[src/rtl/pipe_hazard_ctrl.sv]
// Stall/flush sequencer for the 5-stage pipeline: load-use, branch, exception and IO handshake.
// Optional IO watchdog enabled by defining PIPE_IO_TIMEOUT_EN.
module pipe_hazard_ctrl #(
    parameter int EXC_HOLD = 2
`ifdef PIPE_IO_TIMEOUT_EN
    , parameter int TIMEOUT_CYCLES = 255
`endif
) (
    input  logic       clk,
    input  logic       reset,
    input  logic       id_ex_memread,
    input  logic [4:0] id_ex_rt,
    input  logic [4:0] if_id_rs,
    input  logic [4:0] if_id_rt,
    input  logic       mem_branch,
    input  logic       mem_equal,
    input  logic       mem_io_inst,
    input  logic       io_ready,
    input  logic       exc_req,
    output logic       pc_write,
    output logic       if_id_write,
    output logic       if_id_flush,
    output logic       id_ex_flush,
    output logic       ex_mem_flush,
    output logic       ex_mem_hold,
    output logic [1:0] pc_sel,
    output logic       epc_write,
    output logic       io_req,
    output logic       exc_cause
);

    localparam int HW = $clog2(EXC_HOLD + 1);

    typedef enum logic [1:0] {
        ST_RUN       = 2'd0,
        ST_IO_WAIT   = 2'd1,
        ST_EXC_FLUSH = 2'd2
    } state_t;

    state_t          r_state;
    state_t          w_next_state;
    logic [HW-1:0]   r_hold_cnt;
    logic            r_exc_pending;
    logic            r_io_done;
    logic            r_io_req;
    logic            w_exc_take;
    logic            w_io_take;
    logic            w_branch_take;
    logic            w_load_use;
    logic            w_timeout;

`ifdef PIPE_IO_TIMEOUT_EN
    logic [7:0]      r_to_cnt;
    logic            r_exc_cause;

    assign w_timeout = (r_state == ST_IO_WAIT) && !io_ready &&
                       (r_to_cnt == 8'(TIMEOUT_CYCLES - 1));
    assign exc_cause = r_exc_cause & ~reset;
`else
    assign w_timeout = 1'b0;
    assign exc_cause = 1'b0;
`endif

    assign io_req = r_io_req;

    assign w_exc_take    = exc_req | r_exc_pending;
    assign w_io_take     = mem_io_inst & ~r_io_done;
    assign w_branch_take = mem_branch & mem_equal;
    assign w_load_use    = id_ex_memread && (id_ex_rt != 5'd0) &&
                           ((id_ex_rt == if_id_rs) || (id_ex_rt == if_id_rt));

    // NOTE: every output and the next state get a default first so no latch is inferred.
    always_comb begin
        pc_write     = 1'b1;
        if_id_write  = 1'b1;
        if_id_flush  = 1'b0;
        id_ex_flush  = 1'b0;
        ex_mem_flush = 1'b0;
        ex_mem_hold  = 1'b0;
        pc_sel       = 2'b00;
        epc_write    = 1'b0;
        w_next_state = r_state;

        case (r_state)
            ST_RUN: begin
                if (w_exc_take) begin
                    if_id_flush  = 1'b1;
                    id_ex_flush  = 1'b1;
                    ex_mem_flush = 1'b1;
                    epc_write    = 1'b1;
                    pc_sel       = 2'b10;
                    w_next_state = ST_EXC_FLUSH;
                end else if (w_io_take) begin
                    pc_write     = 1'b0;
                    if_id_write  = 1'b0;
                    id_ex_flush  = 1'b1;
                    ex_mem_hold  = 1'b1;
                    w_next_state = ST_IO_WAIT;
                end else if (w_branch_take) begin
                    pc_sel       = 2'b01;
                    if_id_flush  = 1'b1;
                    id_ex_flush  = 1'b1;
                    ex_mem_flush = 1'b1;
                end else if (w_load_use) begin
                    pc_write     = 1'b0;
                    if_id_write  = 1'b0;
                    id_ex_flush  = 1'b1;
                end
            end
            ST_IO_WAIT: begin
                pc_write    = 1'b0;
                if_id_write = 1'b0;
                id_ex_flush = 1'b1;
                ex_mem_hold = 1'b1;
                if (io_ready || w_timeout)
                    w_next_state = ST_RUN;
            end
            ST_EXC_FLUSH: begin
                pc_write     = 1'b0;
                if_id_flush  = 1'b1;
                id_ex_flush  = 1'b1;
                ex_mem_flush = 1'b1;
                if (r_hold_cnt == HW'(1))
                    w_next_state = ST_RUN;
            end
            default: w_next_state = ST_RUN;
        endcase

        if (reset) begin
            pc_write     = 1'b0;
            if_id_write  = 1'b0;
            if_id_flush  = 1'b0;
            id_ex_flush  = 1'b0;
            ex_mem_flush = 1'b0;
            ex_mem_hold  = 1'b0;
            pc_sel       = 2'b00;
            epc_write    = 1'b0;
        end
    end

    // NOTE: sequential state uses non-blocking assignments so all registers see pre-edge values.
    always_ff @(posedge clk) begin
        if (reset) begin
            r_state       <= ST_RUN;
            r_hold_cnt    <= '0;
            r_exc_pending <= 1'b0;
            r_io_done     <= 1'b0;
            r_io_req      <= 1'b0;
`ifdef PIPE_IO_TIMEOUT_EN
            r_to_cnt      <= 8'd0;
            r_exc_cause   <= 1'b0;
`endif
        end else begin
            r_state <= w_next_state;
            case (r_state)
                ST_RUN: begin
                    // io_done only shields the single RUN cycle after completion
                    r_io_done <= 1'b0;
                    if (w_exc_take) begin
                        r_exc_pending <= 1'b0;
                        r_hold_cnt    <= HW'(EXC_HOLD);
`ifdef PIPE_IO_TIMEOUT_EN
                        r_exc_cause   <= 1'b0;
`endif
                    end else if (w_io_take) begin
                        r_io_req <= 1'b1;
`ifdef PIPE_IO_TIMEOUT_EN
                        r_to_cnt <= 8'd0;
`endif
                    end
                end
                ST_IO_WAIT: begin
                    if (exc_req)
                        r_exc_pending <= 1'b1;
`ifdef PIPE_IO_TIMEOUT_EN
                    r_to_cnt <= r_to_cnt + 8'd1;
`endif
                    if (io_ready) begin
                        r_io_req  <= 1'b0;
                        r_io_done <= 1'b1;
                    end else if (w_timeout) begin
                        r_io_req      <= 1'b0;
                        r_exc_pending <= 1'b1;
`ifdef PIPE_IO_TIMEOUT_EN
                        r_exc_cause   <= 1'b1;
`endif
                    end
                end
                ST_EXC_FLUSH: begin
                    if (exc_req)
                        r_exc_pending <= 1'b1;
                    r_hold_cnt <= r_hold_cnt - HW'(1);
                end
                default: ;
            endcase
        end
    end

endmodule

[config.mk]
export PLATFORM = sky130hd
export DESIGN_NAME = pipe_hazard_ctrl
export DESIGN_NICKNAME = d
export VERILOG_FILES = /design/src/rtl/pipe_hazard_ctrl.sv
export SDC_FILE = /design/constraint.sdc
export NUM_CORES = 1
export LEC_CHECK = 0
export CORE_UTILIZATION = 43
export CTS_CLUSTER_DIAMETER = 60
export CTS_CLUSTER_SIZE = 14
export DETAILED_ROUTE_END_ITERATION = 16
export PLACE_DENSITY = 0.84
export SYNTH_ARGS = -nofsm -noshare
export SYNTH_HDL_FRONTEND = slang
export SYNTH_SLANG_ARGS = --single-unit
[constraint.sdc]
create_clock -name clk -period 2.2 [get_ports clk]
set_input_delay 0.33 -clock clk [delete_from_list [all_inputs] [get_ports clk]]
set_output_delay 0.33 -clock clk [all_outputs]
set_load 0.02 [all_outputs]
After elaboration in Yosys (flattened, before gate mapping) --
Index checks and enable logic that the tools add are counted. W data, S select, Z words.
Word-level totals: bits in registers 7, input port bits 23, output and inout port bits 11, word-level logic and storage cells 83
Operators by class: $add $sub $neg 1, equality and inequality tests 12, mux-type cells 47, bitwise logic cells 4, reduce and logical (&&, ||, !) cells 14
Operator list (number):
- $mux W1 | 29
- $mux W2 | 8
- $pmux W1 S2 | 8
- $eq A5 B5 Y1 | 2
- $ne A2 B2 Y1 const B | 5
- $pmux W2 S3 | 1
- $reduce_and A3 Y1 | 2
- $reduce_bool A2 Y1 | 3
- $reduce_bool A5 Y1 | 1
- $eq A2 B1 Y1 const B | 2
- $pmux W2 S2 | 1
- $reduce_and A2 Y1 | 2
- $reduce_and A4 Y1 | 1
- $ne A3 B3 Y1 const B | 1
- $and A1 B1 Y1 | 2
- $eq A2 B2 Y1 const B | 1
- $logic_and A1 B1 Y1 | 2
- $logic_not A2 Y1 | 1
- $ne A2 B1 Y1 const B | 1
- $reduce_or A2 Y1 | 1
- $sub A2 B1 Y2 const B | 1
- $logic_or A1 B1 Y1 | 1
- $not A1 Y1 | 1
- $or A1 B1 Y1 | 1

Longest topological paths before layout --
Gate-level depths: netlist of run 1.
depth after elaboration 9, depth in mapped cells 7, mapped depth without buffers 7

Worst setup path before layout of run 1 --
OpenSTA, ideal clock, no wires.
path type flip-flop to output port, start reg r_state[0], end out pc_sel[1], data arrival time 1607 ps, required time 1870 ps, path slack 263 ps, cell stages (with the launch flop) 6, path buffers 1, path through dfxtp_1 inv_1 ha_1 inv_1 nor3_1 buf_4
Between the ends: word-level cells in the longest chain between the ends 3
Ends and longest elaborated chain:
- start, declared | line 40 | state_t r_state;
- start signal, assigned | line 154 | r_state <= w_next_state;
- $logic_not A2 Y1 | line 84 | case (r_state)
- $mux W2 | line 84
- $mux W2 | line 129 | if (reset) begin
- end, declared | line 26 | output logic [1:0] pc_sel,
No other way between the ends.

Worst setup path after layout of run 1 --
start in mem_io_inst, end out ex_mem_flush
Between the ends: word-level cells in the longest chain between the ends 5
Ends and longest elaborated chain:
- start, declared | line 17 | input logic mem_io_inst,
- $and A1 B1 Y1 | line 67 | assign w_io_take = mem_io_inst & ~r_io_done;
- $mux W1 | line 93 | end else if (w_io_take) begin
- $mux W1 | line 86 | if (w_exc_take) begin
- $pmux W1 S2 | line 84
- $mux W1 | line 129
- end, declared | line 24 | output logic ex_mem_flush,
No other way between the ends.

==> out/qor.csv, run 1 <==
stage;metric;value;unit
placement;dp_hpwl;1650;um
clock_tree;clockBufferDepth;2;
clock_tree;path_clk_slew;50;ps
clock_tree;cts_root_buf;clkbuf_4;
timing;slew_violations;0;
timing;clock_skew;4.761;ps
setup_path;crit_required;1870;ps
routing;vias_per_cell;5.434;
floorplanning;start_util;0.4606;
setup_path;rrSetupSlack;540;ps
global_routing;gr-total-overflow;0;
synthesis;ys_ff_latch;7;
synthesis;syn_inst;86;
synthesis;syn_avg_cell_area;8.162;um2
floorplanning;core-area;0.001524;mm2
setup_path;r2r-end;r_state[0];
finish;antenna_cells;0;
floorplanning;dieArea;0.001798;mm2
routing;dr.first_iter.drc_count;18;
synthesis;synth_top_area_share;0.1996;
setup_path;worstSetupStartpoint;mem_io_inst;
timing;max_freq;462.0;MHz
setup_path;setup.worst_path.class;primary input to output pin;
floorplanning;die_h;42.40;um
pwr;peakVddDrop;0.3981;mV
clock_tree;cts.sinks;7;
clock_tree;cts_buffers;3;
hold_path;hold_class;flop to flop;
floorplanning;ioPinCount;34;
finish;layout_common_cells;buf_4, nor2_1, xor2_1;
finish;nets;165;
timing;hold_violations;0;
setup_path;worstPathCellList;clkdlybuf4s50_1, nand2b_1, nand3_1, nand2_1, a21oi_1, nor2_1, dlygate4sd2_1;
placement;gp_congestion;0.8376;
setup_path;critPathSlowestCell;clkdlybuf4s50_1;
routing;via_count;826;
routing;wl_met1;794;um
clock_tree;clk_latency;260;ps
routing;wl_met2;1230;um
setup_path;crit_path_end_kind;output pin;
synthesis;ys_seq_area_frac;0.1996;
setup_path;crit_end;ex_mem_flush;
global_routing;grt_max_degree;9;
clock_tree;htreeDepth;1;
clock_tree;cts_tree;built;
clock_tree;postCtsHoldBufs;0;
routing;ant_nets;0;
placement;portBuffers;32;
timing;min_period_over_period;0.9839;
timing;finalSetupViolCount;0;
timing;fin_hold_ws;473.2;ps
timing;layout_min_cycle_time;2165;ps
finish;drive_above_1_share;0.2941;
finish;syn_to_final_growth;70.94;%
routing;dr.pass1.iters;4;
routing;drc;0;
setup_path;worstPathMaxFanout;4;
setup_path;slowest_delay;480;ps
outcome;outcome;completed;
synthesis;synth_top_cell_by_area;dfxtp_1;
finish;layout_commonest_cell;buf_4;
synthesis;synth.distinct_cells;25;
floorplanning;die_w;42.40;um
job;drv_cap;0;
routing;top_layer_used;met4;
synthesis;synth_fp_nets;114;
routing;routedWlPerCell;14.66;um
pwr;power.total;0.8238;mW
synthesis;syn-cell-area;701.9;um2
global_routing;grt_pass1_vias;829;
pwr;p_leak;0.5975;nW
routing;drt-total-wl;2229;um
setup_path;cp-start-kind;primary input;
floorplanning;core.rowCount;14;
global_routing;grt_pass1_wl;3360;um
setup_path;worst-r2r-cell-count;7;
pwr;powerDensity;686.5;mW/mm2
synthesis;synth.area.top_cells;dfxtp_1, xor2_1, a2111oi_4;
setup_path;reg2reg_from;r_state[1];
routing;wl_met3;116;um
global_routing;grt_use_total;0.2462;
setup_path;critPathArrivalTime;1830;ps
global_routing;antenna_found_initial;0;
synthesis;synth_warnings;0;
==> layer usage <==
metal | up-vias | GRT usage
met5 | - | 0
met3 | 15 | 0.06034
met4 | 0 | 0.09375
li1 | 395 | -
met2 | 42 | 0.5108
met1 | 374 | 0.2173
==> final cells by class <==
| class | count | area, um2 |
|---|---|---|
| inverter | 7 | 26.28 |
| fill | 123 | 324.1 |
| sequential | 7 | 140.1 |
| tap | 16 | 20.02 |
| timing repair buffer | 50 | 447.9 |
| multi-input combinational | 68 | 539.3 |
| clock buffer | 4 | 26.28 |
==> registers in the layout, summed over array words and instances, names as in the netlist <==
| register | count |
|---|---|
| r_hold_cnt | 2 |
| r_state | 2 |
| r_exc_pending | 1 |
| io_req | 1 |
| r_io_done | 1 |
==> repair_timing <==
item | CTS | global route
setup endpoints to repair | 9 | 4
buffers inserted | 1 | 2
gates resized for setup | 32 | 21
gates cloned | 0 | 0
pin swaps | 4 | 15
==> kinds of logic (layout without fill, tap and decap cells) <==
logic type	after synthesis	in the layout	synth area share
compound gates	24	24	0.3209
xor+xnor	10	10	0.1248
fa+ha+maj	5	5	0.08913
buf+inv	11	61	0.07487
flops	7	7	0.1996
other cells	1	1	0.005342
simple gates	28	28	0.1854
==> through the flow <==
step / instances / util / cell area, um2 / setup slack (ps) / setup TNS, ps
after floorplan: 86 / - / 701.9 / 263.3 / 0
after global placement: 146 / 0.7455 / 1136 / -514.4 / -1964
after detailed placement: 146 / 0.7455 / 1136 / -603.3 / -2252
after CTS: 150 / 0.7627 / 1162 / -2.560 / -2.560
after global routing: 152 / 0.7874 / 1200 / -12.35 / -12.35
final: 152 / 0.7874 / 1200 / 35.39 / 0
==> worst max-delay path: cells and delay by family <==
family / cells / cell delay (ps)
buffers and inverters: 2 / 810
and+or+nand+nor: 4 / 490
AOI/OAI and AO/OA: 1 / 200
==> worst min-delay path by stage <==
stage,from,to,slack [ps],depth (start not counted)
after floorplan,r_hold_cnt[1],r_hold_cnt[1],440,2
after global placement,r_hold_cnt[1],r_hold_cnt[1],450,2
after detailed placement,r_hold_cnt[0],r_hold_cnt[0],470,2
after CTS,r_hold_cnt[1],r_hold_cnt[1],480,2
after global routing,r_hold_cnt[0],r_hold_cnt[0],490,2
final,r_hold_cnt[0],r_hold_cnt[0],470,2
==> synth_stat cells, drive strengths merged <==
| library cell | count |
|---|---|
| nand2b | 1 |
| a21oi | 8 |
| or2 | 1 |
| a22oi | 2 |
| nor3 | 4 |
| ha | 5 |
| o21bai | 1 |
| or4 | 1 |
| xor2 | 10 |
| buf | 3 |
| conb | 1 |
| clkbuf | 1 |
| a211oi | 2 |
| nand3 | 2 |
| o221a | 1 |
| nor2 | 12 |
| a2111oi | 3 |
| o21ai | 5 |
| dfxtp | 7 |
| inv | 7 |
| nand2 | 7 |
| a31oi | 2 |
==> report_power, final <==
part / internal [mW] / total, mW / switching, mW
clock: 0.0695 / 0.121 / 0.0514
combinational: 0.246 / 0.533 / 0.287
sequential: 0.154 / 0.170 / 0.0154
No activity file was read; power rests on OpenSTA's default activity.
==> run 2, diff against run 1 <==
- SLEW_MARGIN: default -> 15
==> results of run 2 <==
No change in the layout: final DEF, timing and power equal those of run 1.
==> run 3, diff against run 2 <==
- CORE_MARGIN: default -> 2
==> run 3 against run 2 <==
  * Final area fell by 4.7%
  * Worst setup slack improved by 58 ps
  * Clock skew shrank 3.0 ps
  * Cell count fell by 2.6%
  * Largest power group unchanged
  * Clock-buffer cell count unchanged
==> out/qor.csv, run 3 (synthesis results as in run 1) <==
stage;metric;value;unit
floorplanning;core-area;0.001524;mm2
pwr;powerDensity;675.9;mW/mm2
global_routing;antenna_found_initial;0;
outcome;outcome;completed;
finish;syn_to_final_growth;62.92;%
timing;hold_violations;0;
clock_tree;cts.sinks;7;
timing;fin_ws;92.99;ps
clock_tree;htreeDepth;1;
finish;multiInputGateArea;524.3;um2
timing;rsz0062_at_grt;false;
floorplanning;ioPinCount;34;
setup_path;crit_required;1870;ps
finish;antenna_cells;0;
clock_tree;cts_tree;built;
pwr;peakVddDrop;0.3120;mV
setup_path;critPathArrivalTime;1780;ps
timing;clock_skew;1.809;ps
finish;layout_common_cells;clkdlybuf4s50_1, buf_4, dlygate4sd2_1;
setup_path;crit_path_end_kind;output pin;
finish;largestRegisters;r_hold_cnt x2, r_state x2;
hold_path;hold_class;flop to flop;
routing;drc;0;
global_routing;grt_use_total;0.2231;
finish;layout_commonest_cell;clkdlybuf4s50_1;
clock_tree;cts_root_buf;clkbuf_4;
placement;gp_congestion;0.8416;
global_routing;grt_pass1_vias;748;
timing;min_period_over_period;0.9577;
finish;n_fill_cell;122;
routing;dr.first_iter.drc_count;15;
global_routing;gr-total-overflow;0;
timing;finalSetupViolCount;0;
routing;routedWlPerCell;13.03;um
placement;dp_hpwl;1588;um
clock_tree;cts_buffers;3;
routing;ant_nets;0;
timing;slew_violations;0;
placement;portBuffers;32;
floorplanning;die_w;44.40;um
floorplanning;dieArea;0.001971;mm2
finish;final-seq-area;140.1;um2
routing;vias_per_cell;5.297;
placement;place_ws;-554.8;ps
setup_path;cp-start-kind;primary input;
timing;fin_hold_ws;473.9;ps
routing;drt-total-wl;1928;um
global_routing;grt_pass1_wl;3139;um
timing;max_freq;474.6;MHz
clock_tree;postCtsHoldBufs;0;
floorplanning;die_h;44.40;um
floorplanning;start_util;0.4606;
routing;dr.pass1.iters;5;
clock_tree;path_clk_slew;60;ps
global_routing;grt_max_degree;9;
job;drv_cap;0;
pwr;p_leak;0.4949;nW
timing;layout_min_cycle_time;2107;ps
setup_path;setup.worst_path.class;primary input to output pin;
clock_tree;clockBufferDepth;2;
floorplanning;core.rowCount;14;
clock_tree;clk_latency;260;ps
setup_path;worstPathMaxFanout;2;
finish;nets;161;
finish;drive_above_1_share;0.2348;
routing;via_count;784;
[run 3: cell types whose count changed in the layout (fill, tap and decap cells not counted), sizes merged]
cell           change
buf                -4
clkbuf             -4
clkdlybuf4s15      +1
clkdlybuf4s50      +7
dlygate4sd2        +5
dlymetal6s2s       -9
[run 3: worst max-delay path: stages]
cell and delay [ps]:
clkdlybuf4s50_1 480, xor2_1 180, nor2_1 70, a22oi_2 250, a2111oi_4 80, a2111oi_4 190
buf_4 190
[run 3: timing repair]
| action | CTS | global route |
|---|---|---|
| pin swaps | 6 | 3 |
| endpoints found under the hold margin | 0 | 0 |
| gates resized for setup | 32 | 3 |
| setup buffers | 1 | 0 |
| setup endpoints to repair | 9 | 4 |
[run 3: stage by stage]
step | power [mW] | cell area (um2) | TNS, ps | instances | util
after global placement | 0.6375 | 1114 | -1821 | 143 | 0.7307
after CTS | 0.7699 | 1142 | 0 | 148 | 0.7496
final | 0.7730 | 1144 | 0 | 148 | 0.7504
after global routing | 0.8262 | 1144 | 0 | 148 | 0.7504
after floorplan | 0.4513 | 701.9 | 0 | 86 | -
after detailed placement | 0.6548 | 1114 | -2140 | 143 | 0.7307
[run 3: cell type report]
type | instances | area share
tap | 16 | 0.01751
timing repair buffer | 46 | 0.3556
clock buffer | 4 | 0.02298
sequential | 7 | 0.1225
inverter | 7 | 0.02298
multi-input combinational | 68 | 0.4584
[run 3: per-layer routing]
metal / vias up / GRT usage / wire length [um]
met5: - / 0 / 0
met4: 0 / 0.09091 / 31
met3: 4 / 0.05306 / 108
met2: 33 / 0.4176 / 1104
met1: 356 / 0.2357 / 684
li1: 391 / - / -
[run 3: worst paths after layout]
kind / startpoint / end / slack (ps) / cells past startpoint
max: if_id_rt[1] / if_id_write / 90 / 7
max reg2reg: r_state[1] / r_state[0] / 490 / 7
min: r_hold_cnt[0] / r_hold_cnt[0] / 470 / 2
min reg2reg: r_hold_cnt[0] / r_hold_cnt[0] / 470 / 2
[run 3: power breakdown]
part	internal, mW	switching (mW)	total, mW
sequential	0.154	0.0181	0.172
combinational	0.216	0.259	0.475
clock	0.0698	0.0560	0.126
total	0.440	0.333	0.773
